$ cat src/rtl/alu_sequencer_pkg.sv
// Shared definitions for the ALU sequencer.
//   - ALU select codes understood by the external combinational ALU
//   - sequencer FSM state encoding
//   - issue_sel(): maps a requested op onto the code actually issued in EXEC
package alu_defs;

    localparam logic [3:0] ALU_HOLD = 4'b0000;  // never issued: the ALU infers a latch on it
    localparam logic [3:0] ALU_ADD  = 4'b0001;
    localparam logic [3:0] ALU_SUB  = 4'b0010;
    localparam logic [3:0] ALU_AND  = 4'b0101;
    localparam logic [3:0] ALU_OR   = 4'b0110;
    localparam logic [3:0] ALU_NOT  = 4'b0111;
    localparam logic [3:0] ALU_XOR  = 4'b1000;
    localparam logic [3:0] ALU_SHL1 = 4'b1001;
    localparam logic [3:0] ALU_PASS = 4'b1011;

    typedef enum logic [1:0] {
        ST_IDLE  = 2'd0,
        ST_EXEC  = 2'd1,
        ST_SHIFT = 2'd2,
        ST_RESP  = 2'd3
    } seq_state_t;

    // HOLD becomes PASS; a zero-length shift degenerates to PASS as well.
    // Every other code (including undefined ones) is issued unchanged.
    function automatic logic [3:0] issue_sel(input logic [3:0] op, input logic shamt_zero);
        if (op == ALU_HOLD || (op == ALU_SHL1 && shamt_zero))
            return ALU_PASS;
        return op;
    endfunction

endpackage

$ cat src/rtl/alu_sequencer_rr_arbiter.sv
// Round-robin arbiter with a rotating priority pointer.
//   clk, rst   : clock, asynchronous active-high reset (pointer -> requester 0)
//   req_i      : request vector
//   advance_i  : a grant was consumed this cycle; rotate past the granted index
//   grant_o    : one-hot grant (zero when no request)
//   idx_o      : encoded index of grant_o
module rr_arbiter #(
    parameter int NREQ = 2,
    parameter int IW   = $clog2(NREQ)
) (
    input  logic            clk,
    input  logic            rst,
    input  logic [NREQ-1:0] req_i,
    input  logic            advance_i,
    output logic [NREQ-1:0] grant_o,
    output logic [IW-1:0]   idx_o
);

    logic [IW-1:0] ptr_q, ptr_d;
    logic [IW-1:0] cand;
    logic          found;

    // Scan NREQ positions starting at the pointer; first live request wins.
    always_comb begin
        grant_o = '0;
        idx_o   = '0;
        found   = 1'b0;
        cand    = '0;
        for (int k = 0; k < NREQ; k++) begin
            cand = IW'((int'(ptr_q) + k) % NREQ);
            if (!found && req_i[cand]) begin
                found         = 1'b1;
                grant_o[cand] = 1'b1;
                idx_o         = cand;
            end
        end
    end

    // Next search starts just after the index that was served.
    always_comb begin
        ptr_d = ptr_q;
        if (advance_i)
            ptr_d = (idx_o == IW'(NREQ - 1)) ? '0 : idx_o + 1'b1;
    end

    always_ff @(posedge clk or posedge rst) begin
        if (rst) ptr_q <= '0;
        else     ptr_q <= ptr_d;
    end

endmodule

$ cat src/rtl/alu_sequencer.sv
// Shares one combinational 32-bit ALU between NREQ requesters.
// A round-robin arbiter picks a requester in IDLE; the command is latched and
// either issued once (EXEC) or, for shift-left-by-N, run as N shift-by-1
// passes through the ALU (SHIFT). The result is held in RESP until taken.
//   req_valid/req_ready          : per-requester handshake (ready is one-hot or 0)
//   req_op/req_a/req_b/req_shamt : packed per-requester command fields
//   alu_a/alu_b/alu_sel          : driven to the ALU from registered state only
//   alu_result                   : combinational ALU output
//   rsp_valid/rsp_ready          : result handshake; rsp_id/rsp_data stable while valid
import alu_defs::*;

module alu_sequencer #(
    parameter int NREQ = 2,
    parameter int W    = 32,
    parameter int SHW  = 5,
    parameter int IW   = $clog2(NREQ)
) (
    input  logic              clk,
    input  logic              rst,
    input  logic [NREQ-1:0]   req_valid,
    output logic [NREQ-1:0]   req_ready,
    input  logic [NREQ*4-1:0] req_op,
    input  logic [NREQ*W-1:0] req_a,
    input  logic [NREQ*W-1:0] req_b,
    input  logic [NREQ*SHW-1:0] req_shamt,
    output logic [W-1:0]      alu_a,
    output logic [W-1:0]      alu_b,
    output logic [3:0]        alu_sel,
    input  logic [W-1:0]      alu_result,
    output logic              rsp_valid,
    input  logic              rsp_ready,
    output logic [IW-1:0]     rsp_id,
    output logic [W-1:0]      rsp_data
);

    seq_state_t     state_q, state_d;
    logic [3:0]     op_q, op_d;
    logic [W-1:0]   a_q, a_d;
    logic [W-1:0]   b_q, b_d;
    logic [W-1:0]   acc_q, acc_d;
    logic [SHW-1:0] cnt_q, cnt_d;
    logic [IW-1:0]  id_q, id_d;
    logic [W-1:0]   rsp_q, rsp_d;

    logic [NREQ-1:0] grant;
    logic [IW-1:0]   gidx;
    logic            xfer;
    logic [3:0]      op_g;
    logic [W-1:0]    a_g, b_g;
    logic [SHW-1:0]  sh_g;

    // Grant is only ever set on a valid request, so any valid in IDLE transfers.
    assign xfer = (state_q == ST_IDLE) && (|req_valid);

    rr_arbiter #(.NREQ(NREQ), .IW(IW)) u_arb (
        .clk       (clk),
        .rst       (rst),
        .req_i     (req_valid),
        .advance_i (xfer),
        .grant_o   (grant),
        .idx_o     (gidx)
    );

    assign op_g = req_op[int'(gidx)*4 +: 4];
    assign a_g  = req_a[int'(gidx)*W +: W];
    assign b_g  = req_b[int'(gidx)*W +: W];
    assign sh_g = req_shamt[int'(gidx)*SHW +: SHW];

    assign rsp_id   = id_q;
    assign rsp_data = rsp_q;

    always_comb begin
        state_d   = state_q;
        op_d      = op_q;
        a_d       = a_q;
        b_d       = b_q;
        acc_d     = acc_q;
        cnt_d     = cnt_q;
        id_d      = id_q;
        rsp_d     = rsp_q;
        req_ready = '0;
        rsp_valid = 1'b0;
        alu_a     = '0;
        alu_b     = '0;
        alu_sel   = ALU_PASS;

        case (state_q)
            ST_IDLE: begin
                req_ready = grant;
                if (xfer) begin
                    op_d    = issue_sel(op_g, sh_g == '0);
                    a_d     = a_g;
                    b_d     = b_g;
                    acc_d   = a_g;
                    cnt_d   = sh_g;
                    id_d    = gidx;
                    state_d = (op_g == ALU_SHL1 && sh_g != '0) ? ST_SHIFT : ST_EXEC;
                end
            end
            ST_EXEC: begin
                alu_a   = a_q;
                alu_b   = b_q;
                alu_sel = op_q;
                rsp_d   = alu_result;
                state_d = ST_RESP;
            end
            ST_SHIFT: begin
                // One bit per cycle through the ALU; overflow bits fall off the top.
                alu_a   = acc_q;
                alu_sel = ALU_SHL1;
                acc_d   = alu_result;
                cnt_d   = cnt_q - 1'b1;
                if (cnt_q == SHW'(1)) begin
                    rsp_d   = alu_result;
                    state_d = ST_RESP;
                end
            end
            ST_RESP: begin
                rsp_valid = 1'b1;
                if (rsp_ready)
                    state_d = ST_IDLE;
            end
            default: state_d = ST_IDLE;
        endcase
    end

    always_ff @(posedge clk or posedge rst) begin
        if (rst) begin
            state_q <= ST_IDLE;
            op_q    <= ALU_PASS;
            a_q     <= '0;
            b_q     <= '0;
            acc_q   <= '0;
            cnt_q   <= '0;
            id_q    <= '0;
            rsp_q   <= '0;
        end else begin
            state_q <= state_d;
            op_q    <= op_d;
            a_q     <= a_d;
            b_q     <= b_d;
            acc_q   <= acc_d;
            cnt_q   <= cnt_d;
            id_q    <= id_d;
            rsp_q   <= rsp_d;
        end
    end

endmodule

$ cat config.mk
export PLATFORM = sky130hd
export DESIGN_NAME = alu_sequencer
export DESIGN_NICKNAME = d
export VERILOG_FILES = /design/src/rtl/alu_sequencer_pkg.sv /design/src/rtl/alu_sequencer_rr_arbiter.sv /design/src/rtl/alu_sequencer.sv
export SDC_FILE = /design/constraint.sdc
export NUM_CORES = 1
export LEC_CHECK = 0
export BUFFER_PORTS_ARGS = -buffer_cell sky130_fd_sc_hd__clkbuf_2
export CAP_MARGIN = 0
export CORE_MARGIN = 5
export CORE_UTILIZATION = 53
export CTS_CLUSTER_DIAMETER = 30
export DETAILED_ROUTE_END_ITERATION = 8
export PLACE_DENSITY = 0.86
export SLEW_MARGIN = 20
export SYNTH_ARGS = -nofsm -noshare
export SYNTH_HDL_FRONTEND = slang
export SYNTH_SLANG_ARGS = --single-unit
$ cat constraint.sdc
create_clock -name clk -period 9.7 [get_ports clk]
set_input_delay 1.94 -clock clk [delete_from_list [all_inputs] [get_ports clk]]
set_output_delay 1.94 -clock clk [all_outputs]
set_load 0.005 [all_outputs]
-- After elaboration in Yosys (flattened, before gate mapping)
Cells that the tools add are included.
- add/subtract/negate cells: 3
- $mul: 1
- order comparisons: 4
- equality and inequality tests: 8
- shift-type cells: 4
- muxes and demuxes: 35
- bitwise operators: 1
- reductions and logical operators: 19
- operators by type and width (operator ; count):
    one-hot mux 32 bit (2 select lines) ; 3
    indexed part select 64 x 7 -> 32 bit ; 2
    2-to-1 mux 32 bit ; 3
    2-to-1 mux 1 bit ; 14
    2-to-1 mux 2 bit ; 7
    one-hot mux 5 bit (2 select lines) ; 1
    indexed part select 10 x 5 -> 5 bit ; 1
    2-to-1 mux 4 bit ; 2
    one-hot mux 2 bit (4 select lines) ; 1
    one-hot mux 4 bit (2 select lines) ; 1
    indexed part select 8 x 4 -> 4 bit ; 1
    logical AND 1 bit ; 6
    AND reduction 2 bit ; 3
    equality test 5 x 1 -> 1 bit (second input constant) ; 1
    zero test 5 bit ; 1
    2-to-1 mux 5 bit ; 1
    nonzero test 5 bit ; 1
    subtractor 5 x 1 -> 5 bit (second input constant) ; 1
    equality test 2 bit (second input constant) ; 2
    equality test 4 bit (second input constant) ; 1
    zero test 4 bit ; 1
    less-than comparator 1 x 2 -> 1 bit (second input constant) ; 2
    multiplier 1 x 3 -> 4 bit (second input constant) ; 1
    != test 2 bit (second input constant) ; 2
    12 further kinds ; 16
- bits in registers: 141
- input bits: 183
- output and inout port bits: 104
- logic and storage cells: 84

-- Logic depth before layout (Yosys ltp)
Gate-level depths: netlist of run 1.
- depth in word-level cells: 15
- mapped depth: 9
- mapped depth without buffers: 7

-- Modules after synthesis
A second synthesis of run 1 with hierarchy kept.
- cells, all modules: 756
- area total of the unflattened synthesis: 7295.7 sq um
- modules (own cells, without submodules) (module ; instances ; cells an instance ; area each (sq um) ; sequential area each (sq um)):
    alu_sequencer ; 1 ; 748 ; 7208.2 ; 3507.1
    rr_arbiter ; 1 ; 8 ; 87.6 ; 25.0

-- Worst setup path before layout of run 1
No wires, ideal clock.
- kind: input to output
- start: input port req_valid[1]
- end: output port req_ready[1]
- arrival time: 2.719 ns
- required time: 7.760 ns
- slack: 5.041 ns
- stages on the path: 4
- cells stage by stage: buf_2 nand2_2 nor2_1 clkbuf_1
- cells in the longest elaborated chain, start to end: 7
- elaborated cells between the ends (all ways): 11
- those cells by class: 8 x mux; 1 x bitwise; 2 x reduce/logical
- ends and longest elaborated chain (what ; line ; RTL):
    from (decl) ; alu_sequencer.sv:20 ; input logic [NREQ-1:0] req_valid,
    2-to-1 mux 1 bit (not written as such) (2 in a row) ; alu_sequencer_rr_arbiter.sv:31 ; if (!found && req_i[cand]) begin
    2-to-1 mux 1 bit ; alu_sequencer_rr_arbiter.sv:31 ;
    zero test 1 bit ; alu_sequencer_rr_arbiter.sv:31 ;
    logical AND 1 bit ; alu_sequencer_rr_arbiter.sv:31 ;
    2-to-1 mux 2 bit * ; alu_sequencer_rr_arbiter.sv:31 ;
    2-to-1 mux 2 bit * ; alu_sequencer.sv:87 ; case (state_q)
    to (decl) ; alu_sequencer.sv:21 ; output logic [NREQ-1:0] req_ready,
Mark *: on every way between the ends. The rest lies on a longest branch, timed or not. The select of a mux whose other input is x is not followed.

-- Worst setup path in the final report of run 1
- start: input port req_valid[0]
- end: output port req_ready[1]
Same word-level chain as after synthesis.

==> out/qor.csv, run 1 <==
stage,metric,value,unit
status,status,completed,
synth,yosysSeqAreaShare,0.496,
routing,first_pass_iters,6,
clock_network,clk_path_buf_depth,2,
pwr,power_density,335,nW/um^2
routing,via_per_inst,5.54,
cells_and_area,fin_util,0.707,
critical_path,critPathMaxFanout,33,
synth,ys_async_sr_fraction,1.00,
floorplan,core,13200,sq um
sta,rsz0062_at_grt,false,
sta,tns,0,ns
clock_network,cts_htree_levels,4,
sta,tightest_slew,0.953,ns
synth,avgSynthCellArea,10.3,sq um
critical_path,crit_chain,"clkbuf_2, nand2b_1, nand2_2, nor2_2, buf_4, clkbuf_2",
synth,synth_top_family_by_area,multiplexers,
sta,setup_viol,0,
routing,wl_per_cell,17.7,microns
cells_and_area,layout-drive-gt1-share,0.388,
clock_network,clockRootBuffer,clkbuf_16,
routing,drt_iter0_markers,482,
critical_path,reg2reg_depth,7,
cells_and_area,final_cell_mix,"286 x clkbuf_2, 138 x dfrtp_1, 81 x nand2_1",
critical_path,critical_path.top_delay_family,buffers and inverters,
job,maxCapViolations,0,
global_route,grt_pass1_vias,6623,
routing,routed_wl,20.2,mm
floorplan,chipHeight,126,microns
routing,antenna_left,0,
synth,yosysWarnings,0,
global_route,grt_pass1_wl,32.7,mm
floorplan,start_util,0.540,
routing,drc,0,
global_route,antenna_found_initial,0,
synth,synthSimpleGateAreaFrac,0.128,
floorplan,ios,287,
clock_network,insertion_delay,0.41,ns
global_route,grt.overflow.total,0,
synth,synth_edf_count,0,
cells_and_area,nets,1140,
floorplan,num_rows,42,
critical_path,slowest_delay,0.35,ns
synth,synthAdderAreaFrac,0.0105,
place,globalplace.congestion,0.806,
cells_and_area,area_delta_synth_final,30.9,%
critical_path,rrSetupSlack,6.29,ns
routing,num_vias,6321,
clock_network,cts_setup_buffers,0,
place,dp_slack,4.86,ns
critical_path,crit_buf_inv,3,
synth,synth_seq_cells,141,
cells_and_area,final_common_cell,clkbuf_2,
clock_network,cts_made_buffers,17,
critical_path,crit_required,7.76,ns
global_route,grt_max_degree,86,
pwr,ir_drop,149,uV
clock_network,cts_tree,yes,
pwr,power.leakage,4.76,nW
synth,synth.cell_area,7120,sq um
cells_and_area,seq_area,3530,sq um
critical_path,crit_path_frequent_cell,clkbuf_2,
synth,syn_inst,690,
hold_path,holdPathStages,2,
sta,finalCriticalPeriod,4.86,ns
synth,synth_xor_area_frac,0,
place,dpl.hpwl,14.4,mm
critical_path,reg2reg_to,acc_q[15],
cells_and_area,diodes,0,
synth,synthDistinctLibCells,42,
hold_path,hold_class,flop to flop,
clock_network,cts.clk_slew.worst_paths,0.06,ns
critical_path,cp_slowest_cell,buf_4,
synth,synthMuxAreaShare,0.160,
sta,fin_crit_sh,0.501,
synth,synthFlopType,dfrtp_1,
hold_path,whs_endpoint,a_q[18],
sta,maxSlewViolCount,0,
floorplan,die_x,126,microns
clock_network,ctsHoldBuffers,0,
cells_and_area,fill_cells,1009,
synth,syn_nets,879,
critical_path,startpoint_type,primary input,
pwr,total_power,3.12,mW
clock_network,cts_sinks,141,
global_route,grtUsageTotal,0.253,
sta,skew,0.00516,ns
critical_path,r2r_start,state_q[0],
place,place_inst,1108,
place,port_buffers,286,
sta,fmax,0.206,GHz
synth,synth-compound-area-share,0.154,
sta,maxSlewHeadroom,0.362,
floorplan,fp.dieArea,15900,sq um
sta,setup_slack,4.84,ns
cells_and_area,multi_input_area,3280,sq um
critical_path,arrival,2.92,ns
critical_path,crit_start,req_valid[0],
critical_path,path_class,primary input to output port,
hold_path,hold_start,a_q[18],
clock_network,cts_resized,0,
sta,hold_violations,0,
critical_path,cp-end-kind,output port,
cells_and_area,stdcell_count,1140,
-- cell families (layout without fill, tap and decap cells) --
group           Yosys count  after routing
fa+ha+maj                 6              6
flops                   141            141
compound gates          161            161
mux                     105            105
buf+inv                  93            367
simple gates            184            184
-- final cells by class --
| cell class | count | share of cell area |
|---|---|---|
| clock buffers | 18 | 0.0471 |
| inverters | 40 | 0.0166 |
| flip-flops and latches | 141 | 0.379 |
| well taps | 176 | 0.0236 |
| clock inverters | 14 | 0.0207 |
| multi-input cells | 456 | 0.352 |
| repair buffers | 295 | 0.161 |
-- cells in the mapped netlist, types with 2 or more instances --
| library cell | n | area, sq um |
|---|---|---|
| a22oi_1 | 32 | 240 |
| mux2_2 | 29 | 327 |
| o21ai_0 | 31 | 155 |
| a21oi_1 | 10 | 50.1 |
| a31oi_1 | 2 | 12.5 |
| and2_1 | 33 | 206 |
| a21o_1 | 3 | 22.5 |
| dfstp_2 | 3 | 78.8 |
| o31ai_1 | 2 | 15.0 |
| buf_2 | 17 | 85.1 |
| o211ai_1 | 2 | 15.0 |
| dfrtp_1 | 138 | 3450 |
| inv_1 | 38 | 143 |
| a311oi_1 | 2 | 17.5 |
| nor2_1 | 16 | 60.1 |
| nor2b_1 | 33 | 206 |
| ha_1 | 6 | 75.1 |
| nor3_1 | 6 | 30.0 |
| buf_1 | 5 | 18.8 |
| inv_2 | 2 | 7.51 |
| clkbuf_1 | 31 | 116 |
| mux2_1 | 39 | 439 |
| or4_1 | 2 | 15.0 |
| nand2_1 | 81 | 304 |
| a222oi_1 | 31 | 310 |
| mux2i_1 | 37 | 370 |
| o22ai_1 | 2 | 12.5 |
| nand2b_1 | 2 | 12.5 |
| o21ai_1 | 39 | 195 |
| nand3_1 | 4 | 20.0 |
-- worst min-delay path: cells and delay by family (launching register included) --
family	cells	cell delay (ns)
AOI/OAI and AO/OA	1	0.06
and+or+nand+nor	1	0.05
DFF	1	0.34
-- through the flow --
step                instance area (sq um)  hold slack (ns)
CTS                                  9310            0.484
global placement                     8680            0.460
global route                         9320            0.501
detailed placement                   8680            0.471
floorplan                            7120            0.450
finish                               9320            0.480
-- where the power goes --
part / switching [mW] / internal, mW
clock: 0.250 / 0.437
combinational: 0.736 / 0.650
sequential: 0.160 / 0.892
-- how the worst max path moves through the flow --
stage | end | slack [ns] | cells past startpoint
finish | req_ready[1] | 4.84 | 6
global route | req_ready[1] | 4.78 | 6
CTS | req_ready[1] | 4.86 | 6
detailed placement | req_ready[1] | 4.86 | 6
global placement | req_ready[1] | 4.90 | 6
floorplan | a_q[0] | 3.98 | 1
-- registers in the layout (all words and copies together) (netlist names) --
signal	cells
rsp_data	32
a_q	32
rsp_id	1
cnt_q	5
op_q	4
u_arb.ptr_q	1
state_q	2
b_q	32
acc_q	32
-- layer usage --
layer / global-route usage / part of all wire / vias to the layer above / wire, microns
met2: 0.437 / 0.51 / 262 / 10300
met5: 0 / 0 / - / 0
met3: 0.0766 / 0.081 / 37 / 1640
met4: 0.0959 / 0.022 / 0 / 446
li1: - / - / 2975 / -
met1: 0.298 / 0.38 / 3047 / 7780
No activity file was read; power rests on OpenSTA's default activity.
==> inputs of run 2 (changes only) <==
Settings changed: ABC_AREA set to 1, CORE_UTILIZATION 53 to 49, PLACE_DENSITY 0.86 to 0.8.
Clock period 9.7 ns to 5.08 ns, I/O delays scaled along.
==> run 2 against run 1 <==
Non-clock buffer count is the same. Sequential share of layout area shrank 0.30 points. Synthesized cell count grew 31%. Power grew 100%. Cell count grew 19%. Global-route usage shrank 1.4 points. Critical path type is now flop to output port. Critical endpoint is now alu_a[16]. Highest routed layer unchanged.
==> out/qor.csv, run 2 <==
stage,metric,value,unit
synth,synthAdderAreaFrac,0.0102,
cells_and_area,layout-drive-gt1-share,0.338,
synth,yosysWarnings,0,
synth,synth.cell_area,7340,sq um
synth,synth_seq_cells,141,
pwr,p_clk_frac,0.199,
cells_and_area,nets,1352,
place,dpl.hpwl,14.8,mm
cells_and_area,diodes,0,
synth,synthSimpleGateAreaFrac,0.229,
critical_path,cp-end-kind,output port,
routing,via_per_inst,5.14,
clock_network,cts_sinks,141,
routing,routed_wl,21.1,mm
clock_network,clockRootBuffer,clkbuf_16,
global_route,grt_max_degree,104,
routing,wl_per_cell,15.5,microns
pwr,ir_drop,317,uV
floorplan,start_util,0.503,
routing,first_pass_iters,5,
sta,fin_crit_sh,0.709,
synth,yosysSeqAreaShare,0.481,
pwr,sw_frac_of_total,0.407,
synth,synth_edf_count,0,
pwr,power_density,669,nW/um^2
global_route,grt_pass1_vias,6816,
critical_path,slowest_delay,0.80,ns
clock_network,cts_resized,0,
synth,synth_top_area_share,0.471,
synth,synth-compound-area-share,0.131,
critical_path,critPathMaxFanout,45,
routing,drt_iter0_markers,516,
clock_network,insertion_delay,0.41,ns
pwr,power.leakage,5.08,nW
critical_path,cp_slowest_cell,ha_2,
routing,antenna_left,0,
sta,skew,0.00836,ns
sta,rsz0062_at_grt,false,
global_route,grt.overflow.total,0,
synth,ys_async_sr_fraction,1.00,
synth,synth_top_family_by_area,simple AND/OR/NAND/NOR gates,
sta,tightest_slew,1.06,ns
place,globalplace.congestion,0.885,
pwr,switchingPower,2.56,mW
cells_and_area,fill_cells,1287,
routing,drc,0,
global_route,antenna_found_initial,0,
critical_path,crit_chain,"inv_1, ha_2, buf_4, nand2_1, a21oi_1, clkbuf_2",
global_route,grtUsageTotal,0.240,
sta,maxSlewViolCount,0,
cells_and_area,fin_util,0.644,
clock_network,cts_made_buffers,17,
sta,setup_viol,0,
critical_path,arrival,2.58,ns
synth,synth_common_cells,"315 x nand2_1, 138 x dfrtp_1, 65 x inv_1, 53 x o21ai_1, 51 x a21oi_1",
clock_network,cts_tree,yes,
hold_path,hold_class,flop to flop,
cells_and_area,final_cell_mix,"315 x nand2_1, 286 x clkbuf_2, 138 x dfrtp_1",
pwr,p_int,3.73,mW
synth,synthFlopType,dfrtp_1,
synth,synthDistinctLibCells,36,
global_route,grt_pass1_wl,34.3,mm
job,maxCapViolations,0,
cells_and_area,final_common_cell,nand2_1,
sta,timing.hold.ws,0.481,ns
sta,maxSlewHeadroom,0.296,
routing,num_vias,6974,
floorplan,core,14600,sq um
clock_network,cts_htree_levels,4,
floorplan,chipHeight,132,microns
clock_network,cts.clk_slew.worst_paths,0.06,ns
status,status,completed,
pwr,pwr-share-seq,0.321,
critical_path,path_class,flop to output port,
synth,syn_inst,905,
pwr,p_comb_frac,0.480,
synth,synthMuxAreaShare,0.0709,
floorplan,num_rows,44,
place,place_inst,1328,
clock_network,clk_path_buf_depth,2,
synth,synth_area_leaders,"dfrtp_1 47%, nand2_1 16%, mux2_2 4.9%",
cells_and_area,area_delta_synth_final,28.0,%
synth,avgSynthCellArea,8.11,sq um
sta,hold_violations,0,
clock_network,ctsHoldBuffers,0,
critical_path,startpoint_type,flop,
sta,tns,0,ns
cells_and_area,multi_input_area,3270,sq um
cells_and_area,stdcell_count,1358,
place,port_buffers,286,
floorplan,fp.dieArea,17500,sq um
sta,fmax,0.278,GHz
clock_network,cts_setup_buffers,0,
floorplan,ios,287,
synth,yosysMostFrequentCell,nand2_1,
floorplan,die_x,132,microns
cells_and_area,seq_area,3530,sq um
synth,synth_xor_area_frac,0.00119,
critical_path,crit_required,4.06,ns
synth,synth_area_leader_cell,dfrtp_1,
sta,finalCriticalPeriod,3.60,ns
synth,syn_nets,1094,
[run 2: final cells by class]
cell class / instances / area share
inverters: 72 / 0.0294
well taps: 184 / 0.0245
clock inverters: 7 / 0.0120
repair buffers: 295 / 0.160
flip-flops and latches: 141 / 0.376
clock buffers: 23 / 0.0509
multi-input cells: 636 / 0.348
[run 2: worst paths after layout]
path	slack, ns	end	cells past startpoint	start
max	1.48	alu_a[16]	6	state_q[1]
min	0.48	acc_q[25]	2	acc_q[25]
min in group asynchronous	0.78	b_q[28]	2	rst
max in group asynchronous	3.17	b_q[20]	3	rst
min reg2reg	0.48	acc_q[25]	2	acc_q[25]
max reg2reg	2.02	rsp_data[11]	7	state_q[1]
[run 2: per-stage QoR]
| step | total power [mW] | setup slack, ns | cell area (sq um) |
|---|---|---|---|
| final | 6.29 | 1.48 | 9390 |
| after global routing | 6.78 | 1.23 | 9390 |
| after CTS | 6.33 | 1.43 | 9390 |
| after detailed placement | 5.06 | 1.53 | 8800 |
| after global placement | 4.97 | 1.58 | 8800 |
| after floorplan | 4.03 | 0.288 | 7340 |
[run 2: kinds of logic (layout without fill, tap and decap cells)]
group           Yosys count  count (layout)
simple gates            408             408
compound gates          173             173
flops                   141             141
buf+inv                 128             397
xor+xnor                  1               1
mux                      48              48
fa+ha+maj                 6               6
[run 2: critical path: cells and delay by family (launching register included)]
| kind | cells | cell delay [ns] |
|---|---|---|
| compound gates | 1 | 0.18 |
| fa+ha+maj | 1 | 0.80 |
| buf+inv | 3 | 0.69 |
| flops | 1 | 0.40 |
| simple gates | 1 | 0.08 |
[run 2: power groups by stage]
stage	combinational (mW)	sequential [mW]	clock (mW)
5_1_grt	3.37	2.08	1.33
4_1_cts	3.05	2.01	1.27
6_report	3.02	2.02	1.25
3_5_place_dp	3.03	2.03	0
3_3_place_gp	2.96	2.00	0
2_1_floorplan	2.05	1.98	0
[run 2: layer usage]
metal	up-vias	GRT usage	share of wire	wire length, microns
met1	3219	0.314	0.42	8960
met5	-	0	0	0
met2	288	0.380	0.47	9950
li1	3428	-	-	-
met3	39	0.0592	0.072	1530
met4	0	0.102	0.031	664
